## config.mk

```make
export PLATFORM = sky130hd
export DESIGN_NAME = axi4_lite_slave_read_responder
export DESIGN_NICKNAME = d
export VERILOG_FILES = /design/src/rtl/axi4_lite_slave_read_responder.sv
export SDC_FILE = /design/constraint.sdc
export NUM_CORES = 1
export LEC_CHECK = 0
export BUFFER_PORTS_ARGS = -buffer_cell sky130_fd_sc_hd__buf_2
export CORE_MARGIN = 2
export CORE_UTILIZATION = 45
export CTS_BUF_LIST = sky130_fd_sc_hd__clkbuf_16
export DETAILED_ROUTE_END_ITERATION = 8
export GPL_TIMING_DRIVEN = 0
export SLEW_MARGIN = 20
export SYNTH_ARGS = -nofsm -noshare
export SYNTH_HDL_FRONTEND = slang
export SYNTH_SLANG_ARGS = --single-unit
```

## constraint.sdc

```tcl
create_clock -name aclk -period 2.6 [get_ports aclk]
set_clock_uncertainty 0.05 [all_clocks]
set_input_delay 0.78 -clock aclk [delete_from_list [all_inputs] [get_ports aclk]]
set_output_delay 0.78 -clock aclk [all_outputs]
set_load 0.02 [all_outputs]
```

## src/rtl/axi4_lite_slave_read_responder.sv

```systemverilog
// AXI4-Lite slave read engine: 2-entry AR queue, local word array with
// backdoor preload, programmable-latency single-beat R responses.
module axi4_lite_slave_read_responder #(
  parameter int unsigned ADDRESS_WIDTH = 32,
  parameter int unsigned DATA_WIDTH    = 32,
  parameter int unsigned MEM_DEPTH     = 16,
  parameter int unsigned READ_LATENCY  = 1
) (
  input  logic                         aclk,
  input  logic                         aresetn,
  input  logic [3:0]                   arid,
  input  logic [ADDRESS_WIDTH-1:0]     araddr,
  input  logic [2:0]                   arprot,
  input  logic                         arvalid,
  output logic                         arready,
  output logic [3:0]                   rid,
  output logic [DATA_WIDTH-1:0]        rdata,
  output logic [1:0]                   rresp,
  output logic                         rlast,
  output logic                         rvalid,
  input  logic                         rready,
  input  logic                         bd_we,
  input  logic [$clog2(MEM_DEPTH)-1:0] bd_widx,
  input  logic [DATA_WIDTH-1:0]        bd_wdata
);

  localparam int unsigned BYTES = DATA_WIDTH / 8;
  localparam int unsigned OFS_W = $clog2(BYTES);
  localparam int unsigned IDX_W = $clog2(MEM_DEPTH);
  localparam logic [ADDRESS_WIDTH:0] ADDR_LIMIT = (ADDRESS_WIDTH+1)'(MEM_DEPTH * BYTES);
  localparam logic [1:0] RESP_OKAY   = 2'b00;
  localparam logic [1:0] RESP_SLVERR = 2'b10;

  typedef enum logic [1:0] {IDLE, WAIT, LOAD, RESP} state_t;

  state_t                   state_q, state_d;
  logic [3:0]               wait_q, wait_d;
  logic                     pop, load;
  logic                     push;

  logic [3:0]               fifo_id   [2];
  logic [ADDRESS_WIDTH-1:0] fifo_addr [2];
  logic                     wr_ptr, rd_ptr;
  logic [1:0]               count;
  logic                     ready_en;

  logic [3:0]               cur_id;
  logic [ADDRESS_WIDTH-1:0] cur_addr;

  logic [DATA_WIDTH-1:0]    mem [MEM_DEPTH];

  logic                     misaligned, out_of_range;
  logic [IDX_W-1:0]         idx;
  logic [DATA_WIDTH-1:0]    rdata_d;
  logic [1:0]               rresp_d;

  logic                     unused_prot;
  assign unused_prot = ^arprot;

  // arready depends only on registered state; ready_en keeps it low until the
  // first edge after reset release.
  assign arready = ready_en && (count < 2'd2);
  assign push    = arvalid && arready;
  assign rlast   = rvalid;

  // Request queue, ready enable and popped-request holding registers
  always_ff @(posedge aclk or negedge aresetn) begin
    if (!aresetn) begin
      for (int unsigned i = 0; i < 2; i++) begin
        fifo_id[i]   <= '0;
        fifo_addr[i] <= '0;
      end
      wr_ptr   <= 1'b0;
      rd_ptr   <= 1'b0;
      count    <= '0;
      ready_en <= 1'b0;
      cur_id   <= '0;
      cur_addr <= '0;
    end else begin
      ready_en <= 1'b1;
      if (push) begin
        fifo_id[wr_ptr]   <= arid;
        fifo_addr[wr_ptr] <= araddr;
        wr_ptr            <= ~wr_ptr;
      end
      if (pop) begin
        cur_id   <= fifo_id[rd_ptr];
        cur_addr <= fifo_addr[rd_ptr];
        rd_ptr   <= ~rd_ptr;
      end
      count <= count + {1'b0, push} - {1'b0, pop};
    end
  end

  // Word array: cleared on reset, written only through the backdoor port
  always_ff @(posedge aclk or negedge aresetn) begin
    if (!aresetn) begin
      for (int unsigned i = 0; i < MEM_DEPTH; i++) mem[i] <= '0;
    end else if (bd_we) begin
      mem[bd_widx] <= bd_wdata;
    end
  end

  // FSM state and latency counter registers
  always_ff @(posedge aclk or negedge aresetn) begin
    if (!aresetn) begin
      state_q <= IDLE;
      wait_q  <= '0;
    end else begin
      state_q <= state_d;
      wait_q  <= wait_d;
    end
  end

  // Next-state logic; WAIT exits when the counter would reach zero so the
  // pop-to-LOAD gap is exactly READ_LATENCY cycles.
  always_comb begin
    state_d = state_q;
    wait_d  = wait_q;
    pop     = 1'b0;
    load    = 1'b0;
    case (state_q)
      IDLE: begin
        if (count != 2'd0) begin
          pop = 1'b1;
          if (READ_LATENCY == 1) begin
            state_d = LOAD;
          end else begin
            wait_d  = 4'(READ_LATENCY - 1);
            state_d = WAIT;
          end
        end
      end
      WAIT: begin
        wait_d = wait_q - 4'd1;
        if (wait_q <= 4'd1) state_d = LOAD;
      end
      LOAD: begin
        load    = 1'b1;
        state_d = RESP;
      end
      RESP: begin
        if (rready) state_d = IDLE;
      end
      default: state_d = IDLE;
    endcase
  end

  // Address decode of the popped request
  always_comb begin
    misaligned   = |cur_addr[OFS_W-1:0];
    out_of_range = {1'b0, cur_addr} >= ADDR_LIMIT;
    idx          = cur_addr[OFS_W +: IDX_W];
    rresp_d      = RESP_SLVERR;
    rdata_d      = '0;
    if (!misaligned && !out_of_range) begin
      rresp_d = RESP_OKAY;
      rdata_d = mem[idx];
    end
  end

  // R channel registers: captured in LOAD, held until the handshake
  always_ff @(posedge aclk or negedge aresetn) begin
    if (!aresetn) begin
      rvalid <= 1'b0;
      rid    <= '0;
      rdata  <= '0;
      rresp  <= '0;
    end else if (load) begin
      rvalid <= 1'b1;
      rid    <= cur_id;
      rdata  <= rdata_d;
      rresp  <= rresp_d;
    end else if (rvalid && rready) begin
      rvalid <= 1'b0;
    end
  end

endmodule

```

Word-level counts from Yosys, hierarchy flattened
Index checks and enable logic that the tools add are counted.
{"block": "word_totals", "output_inout_bits": 41, "register_bits": 670, "word_cells": 98}
{"block": "op_classes", "add_sub_neg": 3, "muxes": 29, "eq_ne": 6, "n_reduce_logical": 13, "order_cmp": 9, "bitwise": 6}
{"op": "bitwise mux 512 bit", "n": 1}
{"op": "2-to-1 mux 32 bit", "n": 8}
{"op": "binary-select mux 32 bit (select 4 bit)", "n": 1}
{"op": "demux 32 bit (select 4 bit)", "n": 1}
{"op": "bitwise mux 64 bit", "n": 1}
{"op": "demux 32 bit (select 1 bit)", "n": 1}
{"op": "greater-or-equal comparator 32 x 7 -> 1 bit, second input constant", "n": 1}
{"op": "2-to-1 mux 4 bit", "n": 4}
{"op": "greater-or-equal comparator 5 bit, second input constant", "n": 2}
{"op": "inverter 4 -> 5 bit", "n": 2}
{"op": "bitwise mux 8 bit", "n": 1}
{"op": "2-to-1 mux 2 bit", "n": 4}
{"op": "case mux 2 bit (4 select lines)", "n": 1}
{"op": "logical AND 1 bit", "n": 6}
{"op": "!= test 2 bit, second input constant", "n": 3}
{"op": "less-than comparator 5 x 1 -> 1 bit, second input constant", "n": 1}
{"op": "2-to-1 mux 1 bit", "n": 5}
{"op": "demux 4 bit (select 1 bit)", "n": 1}
{"op": "equality test 2 bit, second input constant", "n": 2}
{"op": "greater-or-equal comparator 2 bit, second input constant", "n": 2}
{"op": "less-or-equal comparator 4 x 1 -> 1 bit, second input constant", "n": 1}
{"op": "inverter 1 -> 2 bit", "n": 2}
{"op": "nonzero test 2 bit", "n": 2}
{"op": "subtractor 4 x 1 -> 4 bit, second input constant", "n": 1}
{"op": "10 further kinds", "n": 12}

Logic depth before layout (Yosys ltp)
{"block": "logic_depth", "word_depth": 6, "mapped_depth": 10, "mapped_depth_nobuf": 8}

Worst setup path before layout
No wires, ideal clock.
{"block": "synth_timing", "path_type": "input to register", "start": "in bd_widx[1]", "end": "reg mem[100] (netlist bit)", "path_buffers": 3, "t_arrival_ns": 2.010, "setup_time_ns": 0.125, "stages": 5, "slack_ns": 0.416, "cell_sequence": "clkbuf_1 or3_1 clkbuf_1 buf_1 mux2_2"}
{"block": "synth_via", "elab_chain_len": 6, "word_cells_on_any_way": 7, "classes_between": "order compare: 2; mux: 3; bitwise: 1; reduce/logical: 1"}
{"element": "from (decl)", "line": "23", "text": "input logic [$clog2(MEM_DEPTH)-1:0] bd_widx,"}
{"element": "inverter 4 -> 5 bit (implied by the code) (*)", "line": "100", "text": "mem[bd_widx] <= bd_wdata;"}
{"element": "greater-or-equal comparator 5 bit (implied by the code) or less-than comparator 5 x 1 -> 1 bit (tied branches)", "line": "100"}
{"element": "logical AND 1 bit (implied by the code)", "line": "100"}
{"element": "2-to-1 mux 32 bit (implied by the code)", "line": "100"}
{"element": "demux 32 bit (select 4 bit) (*)", "line": "100"}
{"element": "bitwise mux 512 bit (*)", "line": "100"}
{"element": "to (signal, indexed assignment)", "line": "100"}
{"element": "to (decl)", "line": "50", "text": "logic [DATA_WIDTH-1:0] mem [MEM_DEPTH];"}
Mark *: on every way between the ends. The rest lies on a longest branch, timed or not.
A chain may end at the register's enable or synchronous reset.

Worst setup path in the final report
{"block": "layout_timing", "start": "reg cur_addr[3]", "end": "reg rdata[9]"}
{"block": "layout_via", "elab_chain_len": 5, "word_cells_on_any_way": 8, "classes_between": "order compare: 1; mux: 4; bitwise: 1; reduce/logical: 2"}
{"element": "from (decl)", "line": "48", "text": "logic [ADDRESS_WIDTH-1:0] cur_addr;"}
{"element": "from (signal assigned)", "line": "88", "text": "cur_addr <= fifo_addr[rd_ptr];"}
{"element": "branches (longest 4 deep; another with greater-or-equal comparator 32 x 7 -> 1 bit)"}
{"element": "2-to-1 mux 32 bit (*)", "line": "156", "text": "if (!misaligned && !out_of_range) begin"}
{"element": "to (signal assigned)", "line": "172", "text": "rdata <= rdata_d;"}
{"element": "to (decl)", "line": "17", "text": "output logic [DATA_WIDTH-1:0] rdata,"}
Mark *: on every way between the ends. The select of a mux whose other input is x is not followed.

==> flow_summary.ini <==
[outcome]
outcome = finished clean

[clock_tree]
clockBufferDepth = 3
cts_buffers = 73
cts_htree_levels = 3
cts_setup_buffers = 0
clk_pin_slew_ps = 60
cts_root_buf = clkbuf_16
cts_tree = built
cts_hold_buffers = 0
insertion_delay_ps = 610
clock_sinks = 669

[die]
die_area_sq_mm = 0.0677
die_x_um = 260
fp.coreArea_sq_mm = 0.0647
start_util = 0.456
die_h_um = 260
ios = 121
rows = 93

[global_routing]
grt_pass1_vias = 19000
gr-usage-met3 = 0.0464
grt_util_met2 = 0.377
grt_usage = 0.227
grt_max_degree = 102
antenna_found_initial = 8
grt_first_pass_wirelength_mm = 115
use_met1 = 0.301
grt_remaining_overflow = 0
gr-max-usage-layer = met2

[timing]
rsz0062_at_grt = yes
period_share = 0.971
setup_violations = 0
max_freq_mhz = 396
hold_violations = 0
tightest_slew_ps = 1030
report.final.slew_viol_count = 0
period_needed_ps = 2530
setup_tns_ps = 0
timing.slew.headroom = 0.312

[yosys]
ys.flop_type = dfrtp_1
async_flop_share = 1.00
yosysWarnings = 0
avgSynthCellArea_sq_um = 14.3
synthDistinctLibCells = 38
synth_edf_count = 0
yosysSeqAreaShare = 0.567
synth_area_sq_mm = 0.0295
synth_area_leaders = dfrtp_1 57%, mux2_2 22%, mux2i_1 6.4%, mux4_2 5.0%, buf_2 1.1%
synth_nets = 2142
synth_top_area_frac = 0.567
netlist_instances = 2058
yosys.area.top_type = dfrtp_1
synth-seq-cells = 669

[placement]
place_inst = 3035
post-dp-hpwl_mm = 50.5
port_buffers = 114
gp_congestion = 0.790

[worst_setup_path]
arrival_ps = 2950
crit_chain = buf_4, buf_2, buf_2, mux2i_1, o22ai_1, nor4_2, o31ai_1
critPathRequiredTime_ps = 3030
critPathMaxFanout = 10
slowest_delay_ps = 530
crit_path_top_delay_cell = nor4_2
worst_path_most_repeated_cell = buf_2
startpoint_type = flip-flop
endpoint_kind = flip-flop
worstSetupPathType = reg2reg
cp.buffers_inverters = 3
critical-path-top-delay-family = buffers and inverters

[job]
maxCapViolations = 0

[detailed_routing]
viasPerCell = 5.55
ant_nets = 0
vias = 17600
first_iter_violations = 1019
drc = 0
routed_wl_mm = 74.9
dr.pass1.iters = 6
routedWlPerCell_um = 23.7

[power]
irDropWorstVdd_mv = 0.659
p_leak_uw = 0.0149
finalPower_uw = 34700
powerDensity_mw_per_mm2 = 1030

[cells_and_area]
drive_above_1_share = 0.417
layout.filler_cells = 5552
area_growth_pct = 14.2
final_common_cell = dfrtp_1
layout_common_cells = 669 x dfrtp_1, 580 x mux2_2, 190 x mux2i_1, 171 x buf_2, 76 x clkbuf_16
stdcell_count = 3166
nNetsFinal = 2342

[min_path]
hold_path.class = in2async
==> final timing paths <==
check	start	cells after the start	slack, ps	end
setup / recovery	cur_addr[3]$_DFFE_PN0P_	7	70	rdata[9]$_DFFE_PN0P_
hold / removal	aresetn	1	50	rdata[18]$_DFFE_PN0P_
setup reg to reg	cur_addr[3]$_DFFE_PN0P_	7	70	rdata[9]$_DFFE_PN0P_
hold reg to reg	rdata[17]$_DFFE_PN0P_	2	430	rdata[17]$_DFFE_PN0P_
max in group asynchronous	aresetn	6	400	fifo_addr[50]$_DFFE_PN0P_
min in group aclk	rready	2	350	rlast$_DFFE_PN0P_
==> state kept, by name, indices dropped and copies added, names as in the netlist <==
name       flops
count          2
fifo_id        8
rd_ptr         1
cur_addr      32
wr_ptr         1
mem          512
ready_en       1
rlast          1
rid            4
fifo_addr     64
wait_q         4
cur_id         4
rresp          1
rdata         32
state_q        2
==> routing by layer <==
| layer | up-vias | part of all wire | routed length, um |
|---|---|---|---|
| met3 | 132 | 0.048 | 3570 |
| met5 | - | 0.0010 | 75 |
| met1 | 9255 | 0.44 | 32800 |
| met4 | 12 | 0.026 | 1980 |
| li1 | 7829 | - | - |
| met2 | 350 | 0.49 | 36500 |
==> repair_timing <==
action / CTS / global route
gates cloned: 1 / 2
resized for setup: 15 / 15
hold endpoints to repair: 0 / 0
endpoints found under the setup margin: 112 / 112
==> stage by stage <==
stage,utilization,instance area [sq um],setup slack [ps],hold slack [ps]
4_1_cts,0.520,33600,-4.73,44.1
3_5_place_dp,0.485,31400,-839,415
6_report,0.521,33700,74.8,53.3
3_3_place_gp,0.482,31200,-12860,409
2_1_floorplan,-,29500,416,391
5_1_grt,0.521,33700,-0.170,71.5
==> cell usage after synthesis, types with 2 or more instances <==
| cell type | instances |
|---|---|
| o31ai_1 | 30 |
| buf_6 | 3 |
| nand2_1 | 75 |
| nor3_1 | 4 |
| mux2_1 | 9 |
| ha_1 | 4 |
| mux4_2 | 66 |
| or3_1 | 3 |
| buf_1 | 15 |
| nand2b_1 | 6 |
| nor2_1 | 73 |
| mux2_2 | 580 |
| nor2b_1 | 5 |
| buf_4 | 9 |
| inv_1 | 8 |
| mux2i_1 | 190 |
| conb_1 | 2 |
| nor4_1 | 36 |
| and2_1 | 29 |
| o21ai_0 | 43 |
| dfrtp_1 | 669 |
| buf_2 | 62 |
| a211oi_1 | 3 |
| o22ai_1 | 31 |
| nand3b_1 | 4 |
| xnor2_1 | 4 |
| clkbuf_1 | 81 |
| xor2_1 | 3 |
| or4_1 | 2 |
==> area by class of cell <==
| type | instances | area (sq um) | share of cell area |
|---|---|---|---|
| Antenna cell | 2 | 5.00 | 0.000148 |
| Timing Repair Buffer | 125 | 871 | 0.0258 |
| Clock inverter | 52 | 337 | 0.00998 |
| Clock buffer | 74 | 1850 | 0.0549 |
| Multi-Input combinational cell | 1211 | 12000 | 0.356 |
| Sequential cell | 669 | 16700 | 0.496 |
| Buffer | 170 | 802 | 0.0238 |
| Inverter | 8 | 30.0 | 0.000890 |
| Tap cell | 855 | 1070 | 0.0317 |
==> power by group <==
group / leakage, uW / switching, uW / internal, uW
Clock: 0.00114 / 4190 / 5460
Sequential: 0.00825 / 1390 / 13200
Combinational: 0.00555 / 5290 / 5120
==> cells by family (layout without fill, tap and decap cells) <==
| logic type | after synthesis | after routing | share of synthesized area |
|---|---|---|---|
| xor+xnor | 7 | 7 | 0.00208 |
| other cells | 2 | 4 | 0.000254 |
| buf+inv | 178 | 429 | 0.0272 |
| compound gates | 111 | 111 | 0.0235 |
| mux | 845 | 845 | 0.339 |
| flops | 669 | 669 | 0.567 |
| fa+ha+maj | 4 | 4 | 0.00170 |
| simple gates | 242 | 242 | 0.0388 |
Power figures use the tool's default switching activity.
